<file path="src/rtl/dbg_req_demux_pkg.sv">
// Shared types and constants for the debug request demultiplexer.
package dbg_req_demux_pkg;

  localparam int unsigned DBG_DATA_W = 32;

  // Transaction states; the top uses 2-bit localparam aliases of these.
  typedef enum logic [1:0] {
    ST_IDLE  = 2'd0,
    ST_ISSUE = 2'd1,
    ST_WAIT  = 2'd2,
    ST_RESP  = 2'd3
  } state_e;

  // Request fields latched at accept time and replayed to the target.
  typedef struct packed {
    logic [DBG_DATA_W-1:0] addr;
    logic [DBG_DATA_W-1:0] wdata;
    logic                  we;
  } dbg_req_t;

endpackage

</file>
<file path="src/rtl/dbg_timeout_cnt.sv">
// Transaction timeout counter for dbg_req_demux.
// Only built with DBG_REQ_DEMUX_TIMEOUT_EN defined (its only user is guarded the same way).
`ifdef DBG_REQ_DEMUX_TIMEOUT_EN
module dbg_timeout_cnt #(
  parameter int unsigned CNT_W = 8,
  parameter int unsigned LIMIT = 255
) (
  input  logic             clk,
  input  logic             rst_n,
  input  logic             clear,
  input  logic             enable,
  output logic [CNT_W-1:0] count,
  output logic             expired
);

  // Count cycles spent in the outstanding phase; clear wins over enable.
  always_ff @(posedge clk or negedge rst_n) begin
    if (!rst_n) begin
      count <= '0;
    end else if (clear) begin
      count <= '0;
    end else if (enable) begin
      count <= count + CNT_W'(1);
    end
  end

  // Fires in the cycle whose closing edge brings the count to LIMIT.
  assign expired = enable && (count == CNT_W'(LIMIT - 1));

endmodule
`endif

</file>
<file path="src/rtl/dbg_req_demux.sv">
// Debug request demultiplexer: routes one debugger request to the CSR port
// (target 0) or the data memory port (target 1) by address bit SEL_BIT and
// returns that target's response as a one-cycle pulse.
// Optional: DBG_REQ_DEMUX_TIMEOUT_EN adds an error response after
// TIMEOUT_CYCLES cycles outstanding; without it the block waits forever.
module dbg_req_demux
  import dbg_req_demux_pkg::*;
#(
  parameter int unsigned SEL_BIT        = 28,
  parameter int unsigned TIMEOUT_CYCLES = 255,
  parameter int unsigned CNT_W          = 8
) (
  input  logic                  clk,
  input  logic                  rst_n,
  input  logic                  req_valid,
  output logic                  req_ready,
  input  logic [DBG_DATA_W-1:0] req_addr,
  input  logic [DBG_DATA_W-1:0] req_wdata,
  input  logic                  req_we,
  output logic                  rsp_valid,
  output logic [DBG_DATA_W-1:0] rsp_rdata,
  output logic                  rsp_err,
  output logic                  busy,
  output logic                  t0_valid,
  input  logic                  t0_ready,
  output logic [DBG_DATA_W-1:0] t0_addr,
  output logic [DBG_DATA_W-1:0] t0_wdata,
  output logic                  t0_we,
  input  logic                  t0_rvalid,
  input  logic [DBG_DATA_W-1:0] t0_rdata,
  output logic                  t1_valid,
  input  logic                  t1_ready,
  output logic [DBG_DATA_W-1:0] t1_addr,
  output logic [DBG_DATA_W-1:0] t1_wdata,
  output logic                  t1_we,
  input  logic                  t1_rvalid,
  input  logic [DBG_DATA_W-1:0] t1_rdata
);

  localparam logic [1:0] IDLE  = 2'(ST_IDLE);
  localparam logic [1:0] ISSUE = 2'(ST_ISSUE);
  localparam logic [1:0] WAIT  = 2'(ST_WAIT);
  localparam logic [1:0] RESP  = 2'(ST_RESP);

  logic [1:0]            state_q;
  logic [1:0]            state_nxt;
  dbg_req_t              req_q;
  logic                  sel_q;
  logic                  accept_c;
  logic                  handshake_c;
  logic                  resp_cap_c;
  logic                  timeout_c;
  logic                  sel_ready_c;
  logic                  sel_rvalid_c;
  logic [DBG_DATA_W-1:0] sel_rdata_c;

  // Only the selected target's handshake and response are ever observed.
  assign sel_ready_c  = sel_q ? t1_ready  : t0_ready;
  assign sel_rvalid_c = sel_q ? t1_rvalid : t0_rvalid;
  assign sel_rdata_c  = sel_q ? t1_rdata  : t0_rdata;

  // Ready is a state decode gated by reset so it is low while reset is held.
  assign req_ready = rst_n && (state_q == IDLE);
  assign busy      = (state_q != IDLE);

  // Both targets see the latched fields; only the selected one gets valid.
  assign t0_addr  = req_q.addr;
  assign t0_wdata = req_q.wdata;
  assign t0_we    = req_q.we;
  assign t1_addr  = req_q.addr;
  assign t1_wdata = req_q.wdata;
  assign t1_we    = req_q.we;

`ifdef DBG_REQ_DEMUX_TIMEOUT_EN
  logic [CNT_W-1:0] tmo_count_unused;
  logic             tmo_en_c;

  assign tmo_en_c = (state_q == ISSUE) || (state_q == WAIT);

  dbg_timeout_cnt #(
    .CNT_W (CNT_W),
    .LIMIT (TIMEOUT_CYCLES)
  ) u_tmo (
    .clk     (clk),
    .rst_n   (rst_n),
    .clear   (accept_c),
    .enable  (tmo_en_c),
    .count   (tmo_count_unused),
    .expired (timeout_c)
  );

  // Error flag: set by a timeout, cleared by a real response, held otherwise.
  always_ff @(posedge clk or negedge rst_n) begin
    if (!rst_n) begin
      rsp_err <= 1'b0;
    end else if (timeout_c) begin
      rsp_err <= 1'b1;
    end else if (resp_cap_c) begin
      rsp_err <= 1'b0;
    end
  end
`else
  logic [CNT_W-1:0] cfg_unused;

  assign cfg_unused = CNT_W'(TIMEOUT_CYCLES);
  assign timeout_c  = 1'b0;
  assign rsp_err    = 1'b0;
`endif

  // State register.
  always_ff @(posedge clk or negedge rst_n) begin
    if (!rst_n) begin
      state_q <= IDLE;
    end else begin
      state_q <= state_nxt;
    end
  end

  // Next-state and transfer strobes; a timeout overrides ready/rvalid.
  always_comb begin
    state_nxt   = state_q;
    accept_c    = 1'b0;
    handshake_c = 1'b0;
    resp_cap_c  = 1'b0;
    case (state_q)
      IDLE: begin
        if (req_valid) begin
          accept_c  = 1'b1;
          state_nxt = ISSUE;
        end
      end
      ISSUE: begin
        if (timeout_c) begin
          state_nxt = RESP;
        end else if (sel_ready_c) begin
          handshake_c = 1'b1;
          state_nxt   = WAIT;
        end
      end
      WAIT: begin
        if (timeout_c) begin
          state_nxt = RESP;
        end else if (sel_rvalid_c) begin
          resp_cap_c = 1'b1;
          state_nxt  = RESP;
        end
      end
      RESP: begin
        state_nxt = IDLE;
      end
      default: begin
        state_nxt = IDLE;
      end
    endcase
  end

  // Request latch, target valids and response registers.
  always_ff @(posedge clk or negedge rst_n) begin
    if (!rst_n) begin
      req_q     <= '0;
      sel_q     <= 1'b0;
      t0_valid  <= 1'b0;
      t1_valid  <= 1'b0;
      rsp_valid <= 1'b0;
      rsp_rdata <= '0;
    end else begin
      rsp_valid <= (state_nxt == RESP);
      if (accept_c) begin
        req_q.addr  <= req_addr;
        req_q.wdata <= req_wdata;
        req_q.we    <= req_we;
        sel_q       <= req_addr[SEL_BIT];
        t0_valid    <= ~req_addr[SEL_BIT];
        t1_valid    <= req_addr[SEL_BIT];
      end else if (handshake_c || timeout_c) begin
        t0_valid <= 1'b0;
        t1_valid <= 1'b0;
      end
      if (resp_cap_c) begin
        rsp_rdata <= req_q.we ? '0 : sel_rdata_c;
      end else if (timeout_c) begin
        rsp_rdata <= '0;
      end
    end
  end

endmodule

</file>
<file path="config.mk">
export PLATFORM = sky130hd
export DESIGN_NAME = dbg_req_demux
export DESIGN_NICKNAME = d
export VERILOG_FILES = /design/src/rtl/dbg_req_demux_pkg.sv /design/src/rtl/dbg_timeout_cnt.sv /design/src/rtl/dbg_req_demux.sv
export SDC_FILE = /design/constraint.sdc
export NUM_CORES = 1
export LEC_CHECK = 0
export ABC_AREA = 0
export ABC_CLOCK_PERIOD_IN_PS = 2090
export CORE_MARGIN = 2
export CORE_UTILIZATION = 37
export CTS_CLUSTER_SIZE = 20
export DETAILED_ROUTE_END_ITERATION = 16
export MAX_ROUTING_LAYER = met4
export PLACE_DENSITY_LB_ADDON = 0.2
export SYNTH_ARGS = -nofsm -noshare
export SYNTH_HDL_FRONTEND = slang
export SYNTH_SLANG_ARGS = --single-unit
export TNS_END_PERCENT = 10
</file>
<file path="constraint.sdc">
create_clock -name clk -period 2.09 [get_ports clk]
set_clock_uncertainty 0.1 [all_clocks]
set_input_delay 0.209 -clock clk [delete_from_list [all_inputs] [get_ports clk]]
set_output_delay 0.209 -clock clk [all_outputs]
set_load 0.05 [all_outputs]
</file>
==> results of run 1 <==
==> cell usage after synthesis (all sizes together) <==
master,number,area share
dfrtp,102,0.52
nor2,2,0.0015
nor3b,2,0.0031
o22ai,1,0.0013
mux2i,33,0.068
mux2,1,0.0023
or3b,1,0.0018
nand2,197,0.15
conb,1,0.00077
inv,1,0.00077
nand2b,2,0.0026
buf,85,0.13
o21ai,33,0.034
o41ai,32,0.060
or2,1,0.0013
and3b,1,0.0018
clkbuf,19,0.015
or3,1,0.0013
==> final timing paths <==
check / start / endpoint / slack [ns] / depth (start not counted)
max: t0_wdata[31] / t1_wdata[31] / 0.18 / 1
min: req_addr[26] / t0_addr[26] / 0.29 / 3
max reg2reg: state_q[0] / rsp_rdata[11] / 0.29 / 3
min reg2reg: t0_wdata[7] / t0_wdata[7] / 0.40 / 2
max in group asynchronous: rst_n / t0_wdata[10] / 1.01 / 3
min in group asynchronous: rst_n / t0_wdata[30] / 0.46 / 3
==> per-layer routing <==
layer	routed length, µm	part of all wire	track usage	vias to the layer above
met5	0	0	-	-
met4	242	0.017	0.0565	0
met3	829	0.058	0.0484	16
met2	7800	0.55	0.371	172
met1	5390	0.38	0.234	2051
li1	-	-	-	2068
==> kinds of logic (layout without fill, tap and decap cells) <==
kind of cell / Yosys count / after routing / synth area share
flops: 102 / 102 / 0.523
mux: 34 / 34 / 0.0700
compound gates: 66 / 66 / 0.0956
buf+inv: 105 / 331 / 0.146
other cells: 1 / 1 / 0.000768
simple gates: 207 / 207 / 0.165
==> final cells by class <==
type,instances,area (µm²),area share
clock buffers,10,239,0.0302
clock inverters,6,68.8,0.00871
inverters,1,3.75,0.000475
multi-input cells,308,1640,0.207
flip-flops and latches,102,2550,0.323
well taps,172,215,0.0272
repair buffers,314,3190,0.403
==> state kept, by name, summed over array words and instances, names as in the netlist <==
signal,flops
t1_valid,1
t0_valid,1
state_q,2
t0_wdata,32
rsp_valid,1
t0_we,1
rsp_rdata,32
t0_addr,32
==> per-stage QoR <==
stage	hold slack [ns]	utilization	instance area [µm²]	instances	setup slack [ns]
2_1_floorplan	-0.187	-	4880	515	0.255
3_3_place_gp	0.235	0.594	7580	896	0.258
3_5_place_dp	0.249	0.594	7580	896	0.254
4_1_cts	0.280	0.619	7900	913	0.136
5_1_grt	0.295	0.619	7900	913	0.116
6_report	0.293	0.619	7900	913	0.179
==> impl_metrics.yaml, run 1 <==
finish:
  area_delta_synth_final_pct: 61.9
  final_common_cell: "clkdlybuf4s50_1"
  final_cell_mix: "clkdlybuf4s50_1, nand2_1, dfrtp_1, o21ai_0, mux2i_1"
  fillCellCount: 1069
  fin_nets: 872
  antenna_cells: 0
  drive_above_1_share: 0.0567
worst_setup_path:
  cp.required_ns: 1.78
  critical_path_arrival_ns: 1.60
  end_kind: "output pin"
  worstPathMaxFanout: 3
  path_buf_inv: 1
  crit_chain: "clkdlybuf4s50_1"
  slowest_stage: "clkdlybuf4s50_1"
  slowest_delay_ns: 0.84
  start_kind: "register"
  crit_family: "buffers and inverters"
  critPathKind: "reg -> out"
clock_network:
  clk-insertion-delay-late_ns: 0.34
  cts_resized: 0
  cts_buffer_depth: 2
  cts-root-buf: "clkbuf_16"
  cts_tree: "done"
  cts_made_buffers: 9
  htree_levels: 3
  clk_pin_slew_ns: 0.07
  clock_sinks: 102
  ctsHoldBuffers: 1
  post_cts_buffers: 0
synth:
  syn_area_mm2: 0.00488
  synth_fp_nets: 651
  ys_seq_area_frac: 0.523
  synth_cell_types: 22
  syn_area_per_cell_um2: 9.48
  ys.warnings.count: 0
  synthCells: 515
  ys_ff_latch: 102
die:
  core_mm2: 0.0128
  die_y_um: 119
  fp.dieW_um: 119
  std_cell_rows: 41
  io_pins: 304
  die-area_mm2: 0.0141
  initial_core_util: 0.382
timing:
  fin_tns_setup_ns: 0
  setup_viol: 0
  rsz0062_at_grt: "false"
  tightestPinTransition_ns: 0.563
  period_share: 0.915
  max_freq_mhz: 523
  hold_viol: 0
  min_period_ns: 1.91
  slew_violations: 0
  slew_headroom: 0.624
routing:
  wirelength_mm: 14.3
  avgRoutedWirePerCell_um: 15.6
  dr.pass1.iters: 4
  vias_per_cell: 4.72
  vias: 4307
  drc_errors: 0
  ant_nets: 0
  detail_route.iter0.violations: 213
job:
  maxCapViolCount: 0
grt:
  grt_max_degree: 103
  grt_pass1_vias: 4278
  antenna_found_initial: 0
  grt_pass1_wl_mm: 22.8
  grt-ovfl-total: 0
  grt_use_total: 0.208
place:
  portBuffers: 302
  gp_congestion: 0.784
  hpwl_mm: 10.7
outcome:
  status: "complete, no violations"
worst_hold_path:
  hp-class: "in -> reg"
Power of run 1 is not shown: default switching activity piles up to over one toggle a cycle in this logic, so the estimate is an artifact.
==> run 2, diff against run 1 <==
--- a/config.mk
+++ b/config.mk
@@ -6,11 +6,11 @@
 export NUM_CORES = 1
 export LEC_CHECK = 0
 export ABC_AREA = 0
-export ABC_CLOCK_PERIOD_IN_PS = 2090
-export CORE_MARGIN = 2
-export CORE_UTILIZATION = 37
+export ABC_CLOCK_PERIOD_IN_PS = 2450
+export CORE_AREA = 2 2 117 119
 export CTS_CLUSTER_SIZE = 20
 export DETAILED_ROUTE_END_ITERATION = 16
+export DIE_AREA = 0 0 119 121
 export MAX_ROUTING_LAYER = met4
 export PLACE_DENSITY_LB_ADDON = 0.2
 export SYNTH_ARGS = -nofsm -noshare
==> constraint.sdc (replaced) <==
create_clock -name clk -period 2.45 [get_ports clk]
set_clock_uncertainty 0.1 [all_clocks]
set_input_delay 0.245 -clock clk [delete_from_list [all_inputs] [get_ports clk]]
set_output_delay 0.245 -clock clk [all_outputs]
set_load 0.05 [all_outputs]
==> impl_metrics.yaml, run 2 (synthesized netlist as in run 1, its figures left out) <==
outcome:
  status: "complete, no violations"
clock_network:
  cts_buffer_depth: 2
  htree_levels: 3
  cts_tree: "done"
  cts-root-buf: "clkbuf_16"
  clk-insertion-delay-late_ns: 0.34
  cts_made_buffers: 9
  clock_sinks: 102
  clk_pin_slew_ns: 0.07
worst_setup_path:
  slowest_stage: "clkdlybuf4s50_1"
  end_kind: "output pin"
  crit_family: "buffers and inverters"
  path_buf_inv: 1
  critical_path_arrival_ns: 1.84
  r2r_slack_ns: 0.59
  slowest_delay_ns: 0.71
  crit_chain: "or2_2 -> clkdlybuf4s50_1"
  start_kind: "register"
  worstPathMaxFanout: 6
  cp.required_ns: 2.11
  critPathKind: "reg -> out"
routing:
  wirelength_mm: 14.2
  detail_route.iter0.violations: 228
  drc_errors: 0
  avgRoutedWirePerCell_um: 15.5
  vias_per_cell: 4.73
  dr.pass1.iters: 4
  ant_nets: 0
  vias: 4336
finish:
  multi_input_area_mm2: 0.00164
  final_common_cell: "clkdlybuf4s50_1"
  fillCellCount: 1116
  area_delta_synth_final_pct: 60.8
  drive_above_1_share: 0.0486
  antenna_cells: 0
  fin_nets: 871
  seq_area_mm2: 0.00255
  final_cell_mix: "clkdlybuf4s50_1, nand2_1, dfrtp_1, o21ai_0, mux2i_1"
grt:
  grt-ovfl-total: 0
  grt_max_degree: 103
  grt_pass1_wl_mm: 22.0
  antenna_found_initial: 0
  grt_use_total: 0.201
  grt_pass1_vias: 4269
place:
  hpwl_mm: 10.7
  gp_congestion: 0.780
  portBuffers: 302
timing:
  rsz0062_at_grt: "false"
  slew_violations: 0
  tightestPinTransition_ns: 0.568
  slew_headroom: 0.620
  min_period_ns: 2.19
  fin_tns_setup_ns: 0
  hold_viol: 0
  setup_viol: 0
  max_freq_mhz: 458
  period_share: 0.892
die:
  die-area_mm2: 0.0144
  initial_core_util: 0.373
  fp.dieW_um: 119
  io_pins: 304
  die_y_um: 121
  std_cell_rows: 42
  core_mm2: 0.0131
job:
  maxCapViolCount: 0
worst_hold_path:
  hp-class: "in -> reg"
[run 2: metrics by stage]
| stage | util | std cells | cell area, µm² | hold slack [ns] | setup WS (ns) |
|---|---|---|---|---|---|
| 2_1_floorplan | - | 515 | 4880 | -0.151 | 0.579 |
| 3_3_place_gp | 0.576 | 899 | 7540 | 0.285 | 0.500 |
| 3_5_place_dp | 0.576 | 899 | 7540 | 0.285 | 0.480 |
| 4_1_cts | 0.600 | 916 | 7850 | 0.313 | 0.223 |
| 5_1_grt | 0.600 | 916 | 7850 | 0.326 | 0.196 |
| 6_report | 0.600 | 916 | 7850 | 0.323 | 0.264 |
[run 2: final timing paths]
kind	cells past startpoint	from	endpoint
max	2	state_q[1]	busy
min	3	req_wdata[30]	t0_wdata[30]
max reg2reg	3	state_q[0]	rsp_rdata[5]
min reg2reg	2	t0_addr[0]	t0_addr[0]
max in group asynchronous	3	rst_n	rsp_rdata[17]
min in group asynchronous	3	rst_n	t0_addr[12]
[run 2: area by class of cell]
class	count	area share
Sequential cell	102	0.325
Clock inverter	3	0.00542
Tap cell	176	0.0280
Inverter	1	0.000478
Multi-Input combinational cell	308	0.208
Timing Repair Buffer	313	0.399
Clock buffer	13	0.0331
[run 2: timing repair]
action	in CTS	in global routing
hold buffers	1	0
setup endpoints to repair	0	0
gates resized for setup	0	0
endpoints found under the hold margin	102	0
setup buffers	0	0
[run 2: per-layer routing]
layer / vias to the layer above / wire (µm) / GRT usage
li1: 2068 / - / -
met1: 2069 / 5660 / 0.235
met2: 178 / 7470 / 0.344
met3: 21 / 699 / 0.0301
met4: 0 / 353 / 0.0930
met5: - / 0 / -
[run 2: worst min-delay path, cell delays in order]
cell and delay, ns:
clkdlybuf4s50_1 0.39, nand2_1 0.05, nand2_1 0.04
Power of run 2 is left out for the same reason.
